`src/rtl/cronometro_demux.sv`:
```
// Demultiplexes a scanned 4-digit BCD display bus back into per-digit registers.
// A frame is one in-order pass of sel 0,1,2,3. The block locks onto the scan order
// after LOCK_FRAMES clean frames, and from then on commits every clean frame.
module cronometro_demux #(
  parameter int unsigned LOCK_FRAMES = 2
) (
  input  logic       clk,
  input  logic       reset,
  input  logic [1:0] sel,
  input  logic       A,
  input  logic       B,
  input  logic       C,
  input  logic       D,
  output logic [3:0] digit0,
  output logic [3:0] digit1,
  output logic [3:0] digit2,
  output logic [3:0] digit3,
  output logic       frame_valid,
  output logic       locked,
  output logic       seq_err,
  output logic       bcd_err
);

  localparam logic [1:0] UNLOCKED = 2'd0;
  localparam logic [1:0] LOCKING  = 2'd1;
  localparam logic [1:0] LOCKED   = 2'd2;

  localparam logic [3:0] LockFrames = 4'(LOCK_FRAMES);

  logic [1:0] state_q, state_d;
  logic [1:0] expected_q, expected_d;
  logic [3:0] good_frames_q, good_frames_d;
  logic [3:0] good_inc;
  logic       frame_bad_q, frame_bad_d;
  logic [3:0] shadow0_q, shadow1_q, shadow2_q;
  logic       frame_valid_q, seq_err_q, bcd_err_q;

  logic [3:0] nib;
  logic       nib_bad;
  logic       capture;
  logic       commit;
  logic       seq_err_d;

  assign nib     = {A, B, C, D};
  assign nib_bad = (nib > 4'd9);
  // Capture while tracking, and on the sel==0 cycle that leaves UNLOCKED.
  assign capture = (state_q != UNLOCKED) || (sel == 2'd0);

  assign locked      = (state_q == LOCKED);
  assign frame_valid = frame_valid_q;
  assign seq_err     = seq_err_q;
  assign bcd_err     = bcd_err_q;

  // Next-state: sequence tracking, lock counting and commit decision.
  always_comb begin
    state_d       = state_q;
    expected_d    = expected_q;
    good_frames_d = good_frames_q;
    frame_bad_d   = frame_bad_q;
    good_inc      = (good_frames_q == 4'hF) ? 4'hF : good_frames_q + 4'd1;
    commit        = 1'b0;
    seq_err_d     = 1'b0;
    case (state_q)
      UNLOCKED: begin
        if (sel == 2'd0) begin
          state_d       = LOCKING;
          expected_d    = 2'd1;
          good_frames_d = 4'd0;
          frame_bad_d   = nib_bad;
        end
      end
      default: begin
        if (sel != expected_q) begin
          seq_err_d     = 1'b1;
          state_d       = UNLOCKED;
          good_frames_d = 4'd0;
        end else begin
          expected_d  = expected_q + 2'd1;
          // A new frame starts at sel==0; its bad flag restarts with this nibble.
          frame_bad_d = (sel == 2'd0) ? nib_bad : (frame_bad_q | nib_bad);
          if (sel == 2'd3) begin
            if (!(frame_bad_q || nib_bad)) begin
              if (state_q == LOCKED) begin
                commit = 1'b1;
              end else begin
                good_frames_d = good_inc;
                if (good_inc >= LockFrames) begin
                  state_d = LOCKED;
                  commit  = 1'b1;
                end
              end
            end else if (state_q == LOCKING) begin
              good_frames_d = 4'd0;
            end
          end
        end
      end
    endcase
  end

  // State, shadow and output registers; reset wins over any same-edge event.
  always_ff @(posedge clk) begin
    if (reset) begin
      state_q       <= UNLOCKED;
      expected_q    <= 2'd0;
      good_frames_q <= 4'd0;
      frame_bad_q   <= 1'b0;
      shadow0_q     <= 4'd0;
      shadow1_q     <= 4'd0;
      shadow2_q     <= 4'd0;
      digit0        <= 4'd0;
      digit1        <= 4'd0;
      digit2        <= 4'd0;
      digit3        <= 4'd0;
      frame_valid_q <= 1'b0;
      seq_err_q     <= 1'b0;
      bcd_err_q     <= 1'b0;
    end else begin
      state_q       <= state_d;
      expected_q    <= expected_d;
      good_frames_q <= good_frames_d;
      frame_bad_q   <= frame_bad_d;
      frame_valid_q <= commit;
      seq_err_q     <= seq_err_d;
      if (capture) begin
        case (sel)
          2'd0:    shadow0_q <= nib;
          2'd1:    shadow1_q <= nib;
          2'd2:    shadow2_q <= nib;
          default: ;
        endcase
        if (nib_bad) bcd_err_q <= 1'b1;
      end
      // digit3 comes straight from the bus: its nibble arrives on the commit edge.
      if (commit) begin
        digit0 <= shadow0_q;
        digit1 <= shadow1_q;
        digit2 <= shadow2_q;
        digit3 <= nib;
      end
    end
  end

endmodule

```
`config.mk`:
```
export PLATFORM = sky130hd
export DESIGN_NAME = cronometro_demux
export DESIGN_NICKNAME = d
export VERILOG_FILES = /design/src/rtl/cronometro_demux.sv
export SDC_FILE = /design/constraint.sdc
export NUM_CORES = 1
export LEC_CHECK = 0
export ABC_AREA = 1
export CAP_MARGIN = 10
export CORE_ASPECT_RATIO = 0.6
export CORE_UTILIZATION = 48
export CTS_CLUSTER_DIAMETER = 50
export CTS_CLUSTER_SIZE = 10
export DETAILED_ROUTE_END_ITERATION = 10
export PLACE_DENSITY = 0.73
export SYNTH_ARGS = -nofsm -noshare
export SYNTH_HDL_FRONTEND = slang
export SYNTH_SLANG_ARGS = --single-unit
export TNS_END_PERCENT = 100
```
`constraint.sdc`:
```
create_clock -name clk -period 1.4 [get_ports clk]
set_clock_uncertainty 0.05 [all_clocks]
set_input_delay 0.28 -clock clk [delete_from_list [all_inputs] [get_ports clk]]
set_output_delay 0.28 -clock clk [all_outputs]
set_load 0.005 [all_outputs]
```
==> results of run 1 <==
## worst max-delay path, stage by stage, from the launching register on
cell	delay, ps
dfxtp_2	340
ha_4	170
inv_2	60
nand2_4	60
nor2_2	70
nand2_1	60
nand2_2	120
nand3b_4	140
buf_12	190
nand3_1	100
a21oi_1	70
## synth_stat cells (all sizes together)
master and instances:
nand2 43, o21ai 16, nor3 3, xor2 1, a21oi 36, buf 4, nand3b 1, clkbuf 3
ha 1, inv 24, nor2 19, nand3 25, a31oi 1, nand4 2, dfxtp 40
## layout make-up
class / count / area [um2] / area share [%]
inverters: 24 / 90.1 / 3.26
flip-flops and latches: 40 / 831 / 30.0
clock inverters: 1 / 5.00 / 0.181
clock buffers: 6 / 72.6 / 2.62
multi-input cells: 148 / 1060 / 38.5
well taps: 45 / 56.3 / 2.04
repair buffers: 71 / 646 / 23.3
## power groups by stage
| stage | combinational (uW) | clock [uW] | sequential (uW) |
|---|---|---|---|
| global route | 728 | 797 | 1240 |
| global placement | 493 | 0 | 1250 |
| finish | 682 | 732 | 1240 |
| CTS | 611 | 738 | 1230 |
| detailed placement | 500 | 0 | 1250 |
| floorplan | 293 | 0 | 1240 |
## cells by family (layout without fill, tap and decap cells)
kind of cell | after synthesis | count (layout) | synth area share (%)
compound gates | 53 | 53 | 16.6
xor+xnor | 1 | 1 | 0.478
fa+ha+maj | 1 | 1 | 0.682
flops | 40 | 40 | 43.7
simple gates | 93 | 93 | 30.7
buf+inv | 31 | 102 | 7.85
## registers in the layout (all words and copies together), names as in the netlist
signal         count
shadow2_q          4
digit1             4
frame_valid        1
shadow1_q          4
expected_q         2
bcd_err            1
good_frames_q      4
digit0             4
shadow0_q          4
state_q            2
digit3             4
seq_err            1
digit2             4
frame_bad_q        1
## metrics by stage
step	util [%]	power (uW)	hold slack [ps]	TNS (ps)	cell area [um2]
after floorplan	-	1540	379	-409	1870
after global placement	70.2	1740	402	-13180	2420
after detailed placement	70.2	1750	407	-14940	2420
after CTS	77.0	2580	410	-1380	2650
after global routing	80.3	2770	422	-4160	2770
final	80.3	2650	410	-1890	2770
## final timing paths
check | slack [ps] | cells after the start | endpoint
min | 410 | 2 | digit3[0]
min reg2reg | 410 | 2 | digit3[0]
max | -140 | 10 | digit2[3]
max reg2reg | -140 | 10 | digit2[3]
## repair_timing
| action | CTS | global route |
|---|---|---|
| hold buffers | 0 | 0 |
| gates resized for setup | 65 | 32 |
| pin swaps | 9 | 10 |
| cloned | 1 | 0 |
| endpoints found under the setup margin | 48 | 33 |
| endpoints found under the hold margin | 0 | 0 |
| setup buffers | 6 | 1 |
## routing by layer
layer | GRT usage, % | up-vias | share of wire [%]
li1 | - | 875 | -
met1 | 36.5 | 817 | 48
met2 | 37.6 | 51 | 45
met3 | 6.11 | 9 | 5.7
met4 | 6.43 | 0 | 1.5
met5 | 0 | - | 0
==> flow_metrics.env, run 1 <==
export IMPL_hold_class="flip-flop to flip-flop"
export IMPL_die_y_um=49.9
export IMPL_cp_max_fo=16
export IMPL_p_comb_share_pct=25.7
export IMPL_yosysSeqAreaShare_pct=43.7
export IMPL_maxSlewHeadroom_pct=68.0
export IMPL_grt_pass1_wl_um=7670
export IMPL_die_w_um=81.8
export IMPL_ys_ff_latch=40
export IMPL_antenna_found_initial=0
export IMPL_setup_violations=21
export IMPL_track_usage_pct=25.3
export IMPL_viasPerCell=5.23
export IMPL_drtIter0Drc=163
export IMPL_timing_max_cap_violations=0
export IMPL_rsz0062_at_grt="true"
export IMPL_io_buffers=27
export IMPL_clk_insertion_delay_late_ps=290
export IMPL_switching_power_uw=817
export IMPL_core_area_um2=3440
export IMPL_power_density_nw_per_um2=959
export IMPL_startpoint_type="flip-flop"
export IMPL_yosys_cell_types_count=27
export IMPL_diodes=0
export IMPL_grt_overflow_total=0
export IMPL_drtAntennaViolNets=0
export IMPL_final_common_cell="buf_4"
export IMPL_cts_made_buffers=5
export IMPL_final_nets=299
export IMPL_area_delta_synth_final_pct=50.9
export IMPL_h_tree_depth=2
export IMPL_yosysTopAreaCellShare_pct=43.7
export IMPL_postRouteWirelength_um=5070
export IMPL_grt_pass1_vias=1613
export IMPL_crit_arrival_ps=1670
export IMPL_synth_largest_area_cell="dfxtp_1"
export IMPL_cp_data_required_time_ps=1530
export IMPL_syn_avg_cell_area_um2=8.37
export IMPL_finalHoldViolCount=0
export IMPL_r2r_start="good_frames_q[0]"
export IMPL_endpoint_kind="flip-flop"
export IMPL_nFillCells=225
export IMPL_violations="setup timing"
export IMPL_layout_drive_gt1_share_pct=50.0
export IMPL_slew_violations=0
export IMPL_cts_reportedPaths_clkPinSlew_ps=70
export IMPL_period_minus_slack_ps=1540
export IMPL_p_leak_uw=0.00122
export IMPL_dieArea_um2=4080
export IMPL_fmax_mhz=648
export IMPL_internal_power_uw=1830
export IMPL_cts_tree="yes"
export IMPL_dr_pass1_iters=4
export IMPL_ctsLongestPathBuffers=2
export IMPL_synthesis_nets=228
export IMPL_layout_common_cells="buf_4 (34), dlygate4sd2_1 (24), nand2_1 (22), dfxtp_1 (22), a21oi_1 (21)"
export IMPL_stdcell_count=335
export IMPL_netlist_instances=219
export IMPL_syn_area_um2=1830
export IMPL_pre_cts_ws_ps=-493
export IMPL_ys_warnings_count=0
export IMPL_grt_max_degree=18
export IMPL_crit_start="good_frames_q[0]"
export IMPL_clock_power_share_pct=27.6
export IMPL_dp_cells=320
export IMPL_peakVddDrop_mv=0.735
export IMPL_routabilityCongestion=0.833
export IMPL_period_share_pct=110
export IMPL_worst_slack_ps=-142
export IMPL_worst_pin_slew_ps=480
export IMPL_boundaryPins=28
export IMPL_crit_type="flip-flop to flip-flop"
export IMPL_rows=16
export IMPL_cts_sinks=40
export IMPL_avgRoutedWirePerCell_um=15.1
export IMPL_initial_core_util_pct=53.2
export IMPL_synth_area_leaders="dfxtp_1 (44%), a21oi_1 (7.1%), nand3_2 (6.0%)"
export IMPL_seq_power_share_pct=46.6
export IMPL_clock_root_buffer="clkbuf_8"
export IMPL_vias=1752
export IMPL_status="finished with violations"
export IMPL_switching_share_pct=30.8
export IMPL_drcViolationCount=0
export IMPL_place_hpwl_um=3090
export IMPL_hold_start="digit3[0]"
Note: power is estimated with default switching activity, not from simulation.
==> inputs of run 2 (changes only) <==
--- a/config.mk
+++ b/config.mk
@@ -8,6 +8,7 @@
 export ABC_AREA = 1
 export CAP_MARGIN = 10
 export CORE_ASPECT_RATIO = 0.6
+export CORE_MARGIN = 1.5
 export CORE_UTILIZATION = 48
 export CTS_CLUSTER_DIAMETER = 50
 export CTS_CLUSTER_SIZE = 10
==> run 2 against run 1 <==
  * The flow still finishes with violations (setup timing)
  * Clock power is 16% higher
  * Register-to-register slack worse by 120 ps
  * Count of clock-buffer cells in the layout stayed put
  * Critical endpoint is now digit0[0]
==> flow_metrics.env, run 2 (synthesized netlist as in run 1, its figures left out) <==
export IMPL_status="finished with violations"
export IMPL_violations="setup timing"
export IMPL_cts_tree="yes"
export IMPL_crit_type="flip-flop to flip-flop"
export IMPL_cts_hold_buffers=0
export IMPL_layout_drive_gt1_share_pct=52.8
export IMPL_nFillCells=229
export IMPL_drtIter0Drc=188
export IMPL_startpoint_type="flip-flop"
export IMPL_rsz0062_at_grt="true"
export IMPL_h_tree_depth=2
export IMPL_hold_class="input port to flip-flop"
export IMPL_fin_tns_setup_ps=-3710
export IMPL_holdPathEnd="digit3[1]"
export IMPL_maxSlewHeadroom_pct=78.0
export IMPL_place_hpwl_um=3080
export IMPL_cts_sinks=40
export IMPL_period_share_pct=119
export IMPL_rows=17
export IMPL_hold_ws_ps=364
export IMPL_setup_violations=25
export IMPL_io_buffers=27
export IMPL_reg2regPathDepth=8
export IMPL_drtAntennaViolNets=0
export IMPL_ctsLongestPathBuffers=2
export IMPL_cts_reportedPaths_clkPinSlew_ps=80
export IMPL_die_y_um=50.9
export IMPL_viasPerCell=5.43
export IMPL_crit_arrival_ps=1840
export IMPL_grt_pass1_vias=1684
export IMPL_core_area_um2=3660
export IMPL_boundaryPins=28
export IMPL_fmax_mhz=602
export IMPL_avgRoutedWirePerCell_um=17.1
export IMPL_r2r_start="good_frames_q[0]"
export IMPL_clk_insertion_delay_late_ps=300
export IMPL_endpoint_kind="flip-flop"
export IMPL_cts_made_buffers=5
export IMPL_final_common_cell="buf_4"
export IMPL_slew_violations=0
export IMPL_cp_max_fo=17
export IMPL_r2r_end="digit0[0]"
export IMPL_hold_depth=4
export IMPL_routabilityCongestion=0.833
export IMPL_p_leak_uw=0.00128
export IMPL_hold_start="C"
export IMPL_die_w_um=82.8
export IMPL_grt_overflow_total=0
export IMPL_r2r_slack_ps=-260
export IMPL_dr_pass1_iters=4
export IMPL_power_density_nw_per_um2=988
export IMPL_antenna_found_initial=0
export IMPL_layout_common_cells="buf_4 (41), nand2_1 (24), dfxtp_1 (23)"
export IMPL_final_nets=307
export IMPL_cp_data_required_time_ps=1580
export IMPL_vias=1879
export IMPL_area_delta_synth_final_pct=57.1
export IMPL_dieArea_um2=4210
export IMPL_worst_pin_slew_ps=330
export IMPL_postRouteWirelength_um=5910
export IMPL_drcViolationCount=0
export IMPL_peakVddDrop_mv=0.902
export IMPL_diodes=0
export IMPL_track_usage_pct=25.8
export IMPL_grt_max_degree=18
export IMPL_period_minus_slack_ps=1660
export IMPL_grt_pass1_wl_um=7870
export IMPL_clock_root_buffer="clkbuf_8"
export IMPL_initial_core_util_pct=50.1
export IMPL_timing_max_cap_violations=0
export IMPL_finalHoldViolCount=0
export IMPL_worst_slack_ps=-262
[run 2: cell type report]
type	instances	area [um2]	share of cell area (%)
multi-input cells	148	1070	37.3
clock inverters	2	13.8	0.478
repair buffers	79	727	25.2
inverters	24	96.3	3.34
flip-flops and latches	40	827	28.7
clock buffers	6	82.6	2.87
well taps	47	58.8	2.04
[run 2: layer usage]
layer	global-route usage [%]	vias to the layer above	part of all wire (%)
met5	0	-	0
met3	6.07	23	8.5
met4	11.1	0	4.2
li1	-	882	-
met2	39.2	98	45
met1	34.9	876	42
[run 2: critical path, cell delays in order (launching register included)]
cell      delay, ps
dfxtp_2         390
ha_4            210
inv_1           100
nand2_2         110
nor2_4          140
nand3b_4        140
nand2_8         170
nand2_1         100
a21oi_1         170
[run 2: repair_timing]
| action | in CTS | in global routing |
|---|---|---|
| gates cloned | 1 | 0 |
| endpoints found under the setup margin | 44 | 40 |
| gates resized for setup | 56 | 49 |
| setup buffers | 12 | 9 |
| pin swaps | 8 | 13 |
[run 2: per-stage QoR]
stage	cells	setup slack, ps	cell area, um2	total power [uW]	utilization, %
after floorplan	219	-62.2	1870	1540	-
after global placement	320	-407	2400	1740	65.7
after detailed placement	320	-452	2400	1750	65.7
after CTS	341	-104	2690	2680	73.6
after global routing	346	-322	2880	2950	78.7
final	346	-262	2880	2850	78.7
[run 2: power by group]
part / switching [uW] / internal, uW / leakage (uW)
Combinational: 426 / 336 / 0.000900
Clock: 446 / 403 / 0.0000516
Sequential: 43.3 / 1190 / 0.000333
Total: 915 / 1930 / 0.00128
[run 2: worst max-delay path by stage]
stage             endpoint        startpoint  cells past startpoint  slack (ps)
2_1_floorplan    digit0[2]  good_frames_q[0]                      9         -60
3_3_place_gp   frame_valid            sel[1]                     10        -410
3_5_place_dp   frame_valid            sel[0]                     11        -450
4_1_cts          digit2[3]  good_frames_q[1]                      8        -100
5_1_grt          digit0[0]  good_frames_q[1]                      8        -320
6_report         digit0[0]  good_frames_q[0]                      8        -260
==> inputs of run 3 (changes only) <==
--- a/config.mk
+++ b/config.mk
@@ -7,12 +7,13 @@
 export LEC_CHECK = 0
 export ABC_AREA = 1
 export CAP_MARGIN = 10
-export CORE_ASPECT_RATIO = 0.6
+export CORE_ASPECT_RATIO = 1.1
 export CORE_MARGIN = 1.5
 export CORE_UTILIZATION = 48
 export CTS_CLUSTER_DIAMETER = 50
 export CTS_CLUSTER_SIZE = 10
 export DETAILED_ROUTE_END_ITERATION = 10
+export MAX_ROUTING_LAYER = met4
 export PLACE_DENSITY = 0.73
 export SYNTH_ARGS = -nofsm -noshare
 export SYNTH_HDL_FRONTEND = slang
==> run 3 against run 2 <==
  * The flow still finishes with violations (setup timing)
  * Clock power fell by 8.7%
  * Fmax is 5.7% higher
  * Flip-flop and latch count unchanged
  * Via count fell by 6.9%
  * First-iteration DRC count decreased by 23%
  * Register-to-register slack gained 90 ps
  * Critical path depth did not move
  * Sequential share of layout area is 1.2 points higher
  * Routed wire length down 22%
  * Worst setup slack improved by 89 ps
  * Global-route usage shrank 2.7 points
  * Count of clock-buffer cells in the layout rose by 2
  * Critical endpoint is now digit2[3]
==> flow_metrics.env, run 3 (synthesized netlist as in run 1, its figures left out) <==
export IMPL_layout_drive_gt1_share_pct=49.8
export IMPL_status="finished with violations"
export IMPL_post_route_util_pct=75.5
export IMPL_dp_cells=330
export IMPL_grt_overflow_total=0
export IMPL_clk_insertion_delay_late_ps=280
export IMPL_viasPerCell=5.04
export IMPL_path_cells="ha_4, nand3_2, nand3_2, nor2_4, nand3b_4, buf_6, nand3_1, a21oi_2"
export IMPL_avgRoutedWirePerCell_um=13.3
export IMPL_power_density_nw_per_um2=978
export IMPL_period_share_pct=112
export IMPL_slew_violations=0
export IMPL_antenna_found_initial=0
export IMPL_switching_power_uw=789
export IMPL_clock_root_buffer="clkbuf_8"
export IMPL_max_stage_delay_ps=340
export IMPL_area_delta_synth_final_pct=50.4
export IMPL_grt_pass1_vias=1625
export IMPL_drtAntennaViolNets=0
export IMPL_grt_max_degree=18
export IMPL_seq_power_share_pct=45.6
export IMPL_reg2regPathDepth=8
export IMPL_crit_start="good_frames_q[1]"
export IMPL_switching_share_pct=29.2
export IMPL_final_nets=305
export IMPL_cp_max_fo=12
export IMPL_cp_data_required_time_ps=1530
export IMPL_initial_core_util_pct=50.2
export IMPL_core_area_um2=3650
export IMPL_drcViolationCount=0
export IMPL_p_leak_uw=0.00123
export IMPL_track_usage_pct=23.1
export IMPL_crit_type="flip-flop to flip-flop"
export IMPL_slowest_stage="dfxtp_2"
export IMPL_die_w_um=61.9
export IMPL_rows=23
export IMPL_pre_cts_ws_ps=-494
export IMPL_layout_common_cells="buf_4 (40), dfxtp_1 (23), dlygate4sd2_1 (22)"
export IMPL_r2r_slack_ps=-170
export IMPL_timing_max_cap_violations=0
export IMPL_gr_usage_met3_pct=5.67
export IMPL_h_tree_depth=2
export IMPL_timing_critical_path_mode_cell="nand3_2"
export IMPL_setup_violations=21
export IMPL_worst_pin_slew_ps=184
export IMPL_cts_made_buffers=5
export IMPL_hold_ws_ps=386
export IMPL_use_met1_pct=26.2
export IMPL_nFillCells=274
export IMPL_worst_slack_ps=-173
export IMPL_endpoint_kind="flip-flop"
export IMPL_peakVddDrop_mv=0.922
export IMPL_r2r_start="good_frames_q[1]"
export IMPL_cp_num_cells=8
export IMPL_dieArea_um2=4200
export IMPL_io_buffers=27
export IMPL_vias=1749
export IMPL_crit_end="digit2[3]"
export IMPL_p_comb_share_pct=25.7
export IMPL_total_power_uw=2700
export IMPL_cts_sinks=40
export IMPL_final_common_cell="buf_4"
export IMPL_stdcell_count=347
export IMPL_drtIter0Drc=144
export IMPL_fmax_mhz=636
export IMPL_grt_pass1_wl_um=7000
export IMPL_period_minus_slack_ps=1570
export IMPL_hold_depth=4
export IMPL_dr_pass1_iters=4
export IMPL_cts_reportedPaths_clkPinSlew_ps=70
export IMPL_clock_power_share_pct=28.7
export IMPL_crit_arrival_ps=1700
export IMPL_grt_use_met2_pct=39.1
export IMPL_diodes=0
export IMPL_postRouteWirelength_um=4600
export IMPL_rsz0062_at_grt="true"
export IMPL_grt_busiest_layer="met2"
export IMPL_crit_family="simple AND/OR/NAND/NOR gates"
export IMPL_violations="setup timing"
export IMPL_r2r_end="digit2[3]"
export IMPL_cts_hold_buffers=0
export IMPL_cts_tree="yes"
export IMPL_boundaryPins=28
export IMPL_maxSlewHeadroom_pct=87.6
export IMPL_startpoint_type="flip-flop"
export IMPL_routabilityCongestion=0.832
export IMPL_hold_class="input port to flip-flop"
export IMPL_place_hpwl_um=3080
export IMPL_ctsLongestPathBuffers=2
export IMPL_die_y_um=67.8
export IMPL_crit_buf_inv=1
export IMPL_internal_power_uw=1910
export IMPL_finalHoldViolCount=0
run 3: cell count changes in the layout (fill, tap and decap cells not counted), moves of 3 or more:
cell / previous run / this run
o21ai_0: 6 / 13
o21ai_1: 6 / 2
buf_12: 3 / 0
buf_6: 7 / 10
inv_1: 16 / 19
nand2_1: 24 / 21
o21ai_2: 4 / 1
run 3: worst min path at each step:
stage / from / to / slack [ps]
floorplan: D / digit3[0] / 380
global placement: digit2[3] / digit2[3] / 400
detailed placement: digit3[0] / digit3[0] / 410
CTS: digit3[1] / digit3[1] / 410
global route: A / shadow2_q[3] / 410
finish: A / shadow2_q[3] / 390
run 3: layout make-up:
| class | count | area, um2 | area share, % |
|---|---|---|---|
| clock buffer | 8 | 90.1 | 3.27 |
| sequential | 40 | 825 | 29.9 |
| inverter | 24 | 90.1 | 3.27 |
| timing repair buffer | 77 | 653 | 23.7 |
| tap | 50 | 62.6 | 2.27 |
| multi-input combinational | 148 | 1040 | 37.6 |
run 3: routing by layer:
metal  share of wire (%)  vias up
met3                 3.6       16
met2                  52       46
met1                  42      804
met4                 2.6        0
li1                    -      883
met5                   0        -
run 3: worst reg2reg max path, stage by stage (launching register included):
cell	delay [ps]
dfxtp_2	340
ha_4	170
nand3_2	90
nand3_2	110
nor2_4	170
nand3b_4	150
buf_6	190
nand3_1	140
a21oi_2	70
run 3: per-stage QoR:
stage | cell area [um2] | TNS, ps
finish | 2760 | -2020
global route | 2760 | -4280
CTS | 2580 | -1770
detailed placement | 2450 | -15070
global placement | 2450 | -13820
floorplan | 1870 | -409
run 3: power by group through the flow:
stage	combinational (uW)	sequential [uW]	clock (uW)
finish	692	1230	775
global route	748	1230	841
floorplan	293	1240	0
CTS	549	1230	793
detailed placement	527	1250	0
global placement	517	1250	0
run 3: timing repair:
item | CTS | global route
gates resized for setup | 50 | 38
endpoints found under the setup margin | 50 | 32
pin swaps | 3 | 7
buffers inserted | 1 | 8
